**config.mk**
```make
export PLATFORM = sky130hd
export DESIGN_NAME = grid_cursor_ctrl
export DESIGN_NICKNAME = d
export VERILOG_FILES = /design/src/rtl/grid_cursor_ctrl.sv
export SDC_FILE = /design/constraint.sdc
export NUM_CORES = 1
export LEC_CHECK = 0
export CAP_MARGIN = 10
export CORE_AREA = 3 3 176 178
export CTS_BUF_LIST = sky130_fd_sc_hd__clkbuf_8
export CTS_CLUSTER_SIZE = 14
export DETAILED_ROUTE_END_ITERATION = 10
export DIE_AREA = 0 0 179 181
export HOLD_SLACK_MARGIN = 0.02
export SYNTH_ARGS = -nofsm -noshare
export SYNTH_HDL_FRONTEND = slang
export SYNTH_SLANG_ARGS = --single-unit
```
**constraint.sdc**
```tcl
create_clock -name clk -period 4.3 [get_ports clk]
set_clock_uncertainty 0.2 [all_clocks]
set_input_delay 0.86 -clock clk [delete_from_list [all_inputs] [get_ports clk]]
set_output_delay 0.86 -clock clk [all_outputs]
set_load 0.05 [all_outputs]
```
**src/rtl/grid_cursor_ctrl.sv**
```systemverilog
// grid_cursor_ctrl: push-button driven single-cell cursor for an LED-matrix game.
// Turns the four direction keys into single steps with hold-to-repeat, moves the
// cursor over a COLS x ROWS grid (clamp or wrap at the edges), freezes on win/loss
// and drives the one-hot green plane plus the binary position.
// Optional build macro GRID_CURSOR_MOVE_COUNT_EN adds a saturating move_count output.
module grid_cursor_ctrl #(
  parameter int unsigned COLS          = 16,
  parameter int unsigned ROWS          = 16,
  parameter int unsigned START_X       = 8,
  parameter int unsigned START_Y       = 15,
  parameter int unsigned WRAP          = 0,
  parameter int unsigned REPEAT_DELAY  = 25,
  parameter int unsigned REPEAT_PERIOD = 8
) (
  input  logic                          clk,
  input  logic                          reset,
  input  logic [3:0]                    key,
  input  logic                          win,
  input  logic                          loss,
  output logic [ROWS-1:0][COLS-1:0]     green,
  output logic [$clog2(COLS)-1:0]       pos_x,
  output logic [$clog2(ROWS)-1:0]       pos_y,
`ifdef GRID_CURSOR_MOVE_COUNT_EN
  output logic [15:0]                   move_count,
`endif
  output logic                          movement,
  output logic                          blocked
);

  localparam int unsigned XW       = $clog2(COLS);
  localparam int unsigned YW       = $clog2(ROWS);
  localparam int unsigned CNT_MAX  = (REPEAT_DELAY > REPEAT_PERIOD) ? REPEAT_DELAY : REPEAT_PERIOD;
  localparam int unsigned CW       = $clog2(CNT_MAX + 1);
  localparam int unsigned DLY_LOAD = (REPEAT_DELAY == 0) ? 0 : REPEAT_DELAY - 1;
  localparam int unsigned PER_LOAD = REPEAT_PERIOD - 1;

  typedef enum logic [1:0] {
    IDLE   = 2'd0,
    DELAY  = 2'd1,
    REPEAT = 2'd2,
    LOCK   = 2'd3
  } state_t;

  typedef enum logic [1:0] {
    DIR_XM = 2'd0,
    DIR_XP = 2'd1,
    DIR_YM = 2'd2,
    DIR_YP = 2'd3
  } dir_t;

  state_t          state, state_next;
  dir_t            dir_q, dir_next, sel_dir;
  logic [CW-1:0]   cnt, cnt_next;
  logic            step;
  logic [XW-1:0]   x_next;
  logic [YW-1:0]   y_next;
  logic            move_next;
  logic            blk_next;

  // One-hot decode of a cell into the flattened green plane
  function automatic logic [ROWS*COLS-1:0] onehot(input logic [XW-1:0] x,
                                                  input logic [YW-1:0] y);
    logic [ROWS*COLS-1:0] v;
    v = '0;
    for (int r = 0; r < ROWS; r++) begin
      for (int c = 0; c < COLS; c++) begin
        v[r*COLS+c] = (y == YW'(r)) && (x == XW'(c));
      end
    end
    return v;
  endfunction

  // Key priority: x-1 over x+1 over y-1 over y+1
  always_comb begin
    sel_dir = DIR_YP;
    if (key[0])      sel_dir = DIR_XM;
    else if (key[3]) sel_dir = DIR_XP;
    else if (key[2]) sel_dir = DIR_YM;
    else             sel_dir = DIR_YP;
  end

  // FSM state, latched direction and repeat counter
  always_ff @(posedge clk or negedge reset) begin
    if (!reset) begin
      state <= IDLE;
      dir_q <= DIR_XM;
      cnt   <= '0;
    end else begin
      state <= state_next;
      dir_q <= dir_next;
      cnt   <= cnt_next;
    end
  end

  // Next-state logic: press, hold delay, auto-repeat and win/loss freeze
  always_comb begin
    state_next = state;
    dir_next   = dir_q;
    cnt_next   = cnt;
    step       = 1'b0;
    if (win || loss) begin
      state_next = LOCK;
    end else begin
      case (state)
        IDLE: begin
          if (key != 4'b0000) begin
            step       = 1'b1;
            dir_next   = sel_dir;
            cnt_next   = CW'(DLY_LOAD);
            state_next = DELAY;
          end
        end
        DELAY, REPEAT: begin
          if (key == 4'b0000) begin
            state_next = IDLE;
          end else if (sel_dir != dir_q) begin
            step       = 1'b1;
            dir_next   = sel_dir;
            cnt_next   = CW'(DLY_LOAD);
            state_next = DELAY;
          end else if (cnt == '0 && REPEAT_DELAY != 0) begin
            step       = 1'b1;
            cnt_next   = CW'(PER_LOAD);
            state_next = REPEAT;
          end else if (cnt != '0) begin
            cnt_next = cnt - CW'(1);
          end
        end
        LOCK: begin
          // A key still held across the unfreeze must be released first
          if (key == 4'b0000) state_next = IDLE;
        end
        default: state_next = IDLE;
      endcase
    end
  end

  // Step target: clamp or wrap with explicit compares against the last cell
  always_comb begin
    x_next   = pos_x;
    y_next   = pos_y;
    blk_next = 1'b0;
    if (step) begin
      case (dir_next)
        DIR_XM: begin
          if (pos_x == '0) begin
            if (WRAP != 0) x_next = XW'(COLS - 1);
            else           blk_next = 1'b1;
          end else begin
            x_next = pos_x - XW'(1);
          end
        end
        DIR_XP: begin
          if (pos_x == XW'(COLS - 1)) begin
            if (WRAP != 0) x_next = '0;
            else           blk_next = 1'b1;
          end else begin
            x_next = pos_x + XW'(1);
          end
        end
        DIR_YM: begin
          if (pos_y == '0) begin
            if (WRAP != 0) y_next = YW'(ROWS - 1);
            else           blk_next = 1'b1;
          end else begin
            y_next = pos_y - YW'(1);
          end
        end
        DIR_YP: begin
          if (pos_y == YW'(ROWS - 1)) begin
            if (WRAP != 0) y_next = '0;
            else           blk_next = 1'b1;
          end else begin
            y_next = pos_y + YW'(1);
          end
        end
        default: ;
      endcase
    end
    move_next = step && !blk_next;
  end

  // Registered position, plane and pulses, all updated on the same edge
  always_ff @(posedge clk or negedge reset) begin
    if (!reset) begin
      pos_x    <= XW'(START_X);
      pos_y    <= YW'(START_Y);
      green    <= onehot(XW'(START_X), YW'(START_Y));
      movement <= 1'b0;
      blocked  <= 1'b0;
    end else begin
      pos_x    <= x_next;
      pos_y    <= y_next;
      green    <= onehot(x_next, y_next);
      movement <= move_next;
      blocked  <= blk_next;
    end
  end

`ifdef GRID_CURSOR_MOVE_COUNT_EN
  // Saturating count of movement pulses, bumped on the edge that raises movement
  always_ff @(posedge clk or negedge reset) begin
    if (!reset) begin
      move_count <= '0;
    end else if (move_next && move_count != 16'hFFFF) begin
      move_count <= move_count + 16'd1;
    end
  end
`endif

endmodule

```
==> flow_metrics.env <==
export IMPL_status="finished, final reports clean"
export IMPL_top_sig_layer="met4"
export IMPL_total_of_buffers_placed_on_input_and_output_ports=273
export IMPL_fp_coreArea_mm2=0.0296
export IMPL_leakage_uw=0.00625
export IMPL_critical_path_max_stage_delay_ns=0.49
export IMPL_timing_final_crit_share_pct=87.8
export IMPL_drt_antenna_violating_nets=0
export IMPL_worst_ep_required_time_ns=4.52
export IMPL_tritoncts="yes"
export IMPL_start_util_pct=34.7
export IMPL_grt_start_max_net_pins=94
export IMPL_critical_path_cell_chain="clkdlybuf4s50_1 > buf_4 > nor4_4 > o21ai_1 > and2_1 > o2bb2a_1 > o21ai_1 > nand4_1 > buf_4 > nor3_1"
export IMPL_floorplan_die_width_um=179
export IMPL_netlist_instances=837
export IMPL_startpoint_type="primary input"
export IMPL_fin_crit_period_ns=3.78
export IMPL_utilization_pct=49.6
export IMPL_drt_first_pass_iters=5
export IMPL_power_density_mw_per_mm2=412
export IMPL_m1WireLength_um=13800
export IMPL_final_hold_violation_count=0
export IMPL_timing_rr_end="green[10]$_DFF_PN0_"
export IMPL_ir_drop_v=0.000272
export IMPL_rsz0062_at_grt="no"
export IMPL_globalplace_congestion=0.888
export IMPL_final_cell_mix="clkdlybuf4s50_1, dfrtp_1, nor3_1, clkbuf_8, nor3_2"
export IMPL_number_of_enable_type_register_cells_in_the_synthesized_netlist=0
export IMPL_cts_hold_repair_buffers=0
export IMPL_routed_wl_um=32100
export IMPL_post_synth_fa_ha_maj_area_fraction_pct=1.10
export IMPL_route_detailed_wl_per_inst_um=20.8
export IMPL_hp_class="in -> async"
export IMPL_yosys_most_used_dff="dfrtp_1"
export IMPL_route_vias_total=7763
export IMPL_timing_slew_headroom_pct=51.0
export IMPL_cts_inserted_buffers=47
export IMPL_antenna_diode_count=0
export IMPL_insertion_delay_of_the_later_clocked_pin_in_the_worst_skew_pair_ns=0.56
export IMPL_share_of_synthesized_area_occupied_by_flip_flops_and_latches_pct=67.1
export IMPL_cp_buffers_inverters=3
export IMPL_synth_compound_area_share_pct=5.68
export IMPL_critPathKind="in -> reg"
export IMPL_critPathCaptureType="flop"
export IMPL_worst_ep_arrival_time_ns=3.99
export IMPL_cts_root_to_sink_buffers=3
export IMPL_synth_cell_area_mm2=0.0103
export IMPL_remaining_overflow_grt=0
export IMPL_number_of_global_route_vias_before_repair=8016
export IMPL_antenna_found_initial=0
export IMPL_tightest_slew_ns=0.735
export IMPL_design_die_area_mm2=0.0324
export IMPL_fin_ws_ns=0.524
export IMPL_globalRouteTotalUtil_pct=19.8
export IMPL_max_cap_violations=0
export IMPL_ys_types=68
export IMPL_post_synth_cell_area_avg_um2=12.3
export IMPL_fin_hold_ws_ns=0.114
export IMPL_drt_vias_per_instance=5.02
export IMPL_finalSetupViolCount=0
export IMPL_synth_seq_cells=275
export IMPL_cp_slowest_cell="clkdlybuf4s50_1"
export IMPL_report_final_slew_viol_count=0
export IMPL_post_synth_mux_area_share_pct=0.500
export IMPL_critPathTopFamily="simple AND/OR/NAND/NOR gates"
export IMPL_fmax_mhz=265
export IMPL_setup_reg_to_reg_worst_slack_ns=0.72
export IMPL_synth_xor_xnor_area_share_pct=0.171
export IMPL_crit_path_max_fanout=10
export IMPL_ctsHtreeMaxLevel=2
export IMPL_layout_commonest_cell="clkdlybuf4s50_1"
export IMPL_cts_root_buffer="clkbuf_8"
export IMPL_clk_pin_slew_ns=0.07
export IMPL_main_combinational_cell_family_by_area_after_synthesis="simple AND/OR/NAND/NOR gates"
export IMPL_tritoncts_num_sinks=275
export IMPL_drt_drc_violations_left=0
export IMPL_cts_resized=0
export IMPL_r2r_worst_path_cells=10
export IMPL_synth_simple_gate_area_share_pct=20.7
export IMPL_die_height_um=181
export IMPL_share_of_post_route_cells_with_drive_strength_above_1_pct=16.9
export IMPL_place_ws_ns=-0.0315
export IMPL_dr_first_iter_drc_count=643
export IMPL_yosys_warnings=0
export IMPL_fp_row_count=63
export IMPL_post_cts_buffers=0
export IMPL_syn_to_final_growth_pct=42.7
export IMPL_grt_first_pass_wirelength_um=49800
export IMPL_detailroute_wirelength_met3_um=2570
export IMPL_post_dp_hpwl_um=21300
export IMPL_critical_path_reg2reg_startpoint="state[0]$_DFFE_PN0P_"
export IMPL_ios=274
export IMPL_wl_met2_um=14700
export IMPL_nNetsFinal=1139
export IMPL_proportion_of_register_bits_with_asynchronous_set_or_reset_after_synthesis_pct=100
export IMPL_syn_nets=854
kinds of logic after synthesis:
group	Yosys count
multiplexers	5
buffers and inverters	101
adder cells (fa/ha/maj)	9
flip-flops	275
AND/OR/NAND/NOR	375
AO/OA/AOI/OAI	70
XOR/XNOR	2
per-stage QoR:
| stage | cell area, um^2 | cells | power (uW) | setup TNS [ns] |
|---|---|---|---|---|
| 2_1_floorplan | 10300 | 837 | 3270 | 0 |
| 3_3_place_gp | 13600 | 1463 | 3560 | -0.0399 |
| 3_5_place_dp | 13600 | 1463 | 3570 | -0.0315 |
| 4_1_cts | 14700 | 1547 | 6120 | 0 |
| 5_1_grt | 14700 | 1547 | 6330 | 0 |
| 6_report | 14700 | 1547 | 6040 | 0 |
Yosys cell counts, types with 2 or more instances:
cell type    n  share of area, %
and3_1       3              0.18
a31o_2       3              0.26
o21a_1       3              0.22
buf_6        5              0.55
a21oi_1      3              0.15
o32ai_2      3              0.48
dfstp_2      6               1.5
or2_2        5              0.30
nand4_1     24               1.5
a21o_1       2              0.15
nand3_1     11              0.54
nand2_1     22              0.80
or4_1        2              0.15
mux2i_1      4              0.39
o211a_1      2              0.19
buf_2       47               2.3
a21oi_2      2              0.17
buf_4        4              0.29
a211o_1      2              0.17
nor2_1      18              0.66
a31oi_1      2              0.12
nor2b_1      4              0.24
o21ai_1      5              0.24
nor3_2      36               3.5
buf_1        3              0.11
clkbuf_1    25              0.91
o31ai_1      2              0.15
or3_1        5              0.30
inv_1       14              0.51
a311oi_2     2              0.29
o211ai_1     8              0.58
o21ai_0     12              0.58
and2_1       2              0.12
ha_1         9               1.1
dfrtp_1    269                66
a32oi_2      2              0.32
o21bai_1     2              0.15
nor3_1     230                11
nand2b_1     3              0.18
inv_2        3              0.11
flip-flops by register name, summed over array words and instances, names as in the netlist:
signal	flops
green	256
dir_q	2
blocked	1
cnt	5
state	2
pos_y	4
pos_x	4
movement	1
cell type report:
cell class	count	area, um^2
Tap cell	390	488
Multi-Input combinational cell	461	2920
Clock buffer	57	785
Inverter	17	63.8
Fill cell	2678	14900
Sequential cell	275	6890
Clock inverter	27	233
Timing Repair Buffer	320	3280
worst max path at each step:
stage                start                    to  slack (ns)  cells past startpoint
finish              key[3]   green[10]$_DFF_PN0_        0.52                     10
global route        key[3]   green[10]$_DFF_PN0_        0.39                     10
CTS                 key[3]   green[10]$_DFF_PN0_        0.54                     10
detailed placement  key[3]   green[10]$_DFF_PN0_       -0.03                     10
global placement    key[3]   green[10]$_DFF_PN0_       -0.04                     10
floorplan           key[2]  green[175]$_DFF_PN0_        0.94                     11
per-layer routing:
layer	vias up	GRT usage [%]
li1	3523	-
met1	3899	27.1
met2	281	30.6
met3	60	5.51
met4	0	6.42
met5	-	0
report_power, final:
group          internal, uW  switching [uW]  total (uW)
Combinational           253             585         837
Clock                  1450            1070        2520
Sequential             2630            52.8        2690
Power figures use the tool's default switching activity.
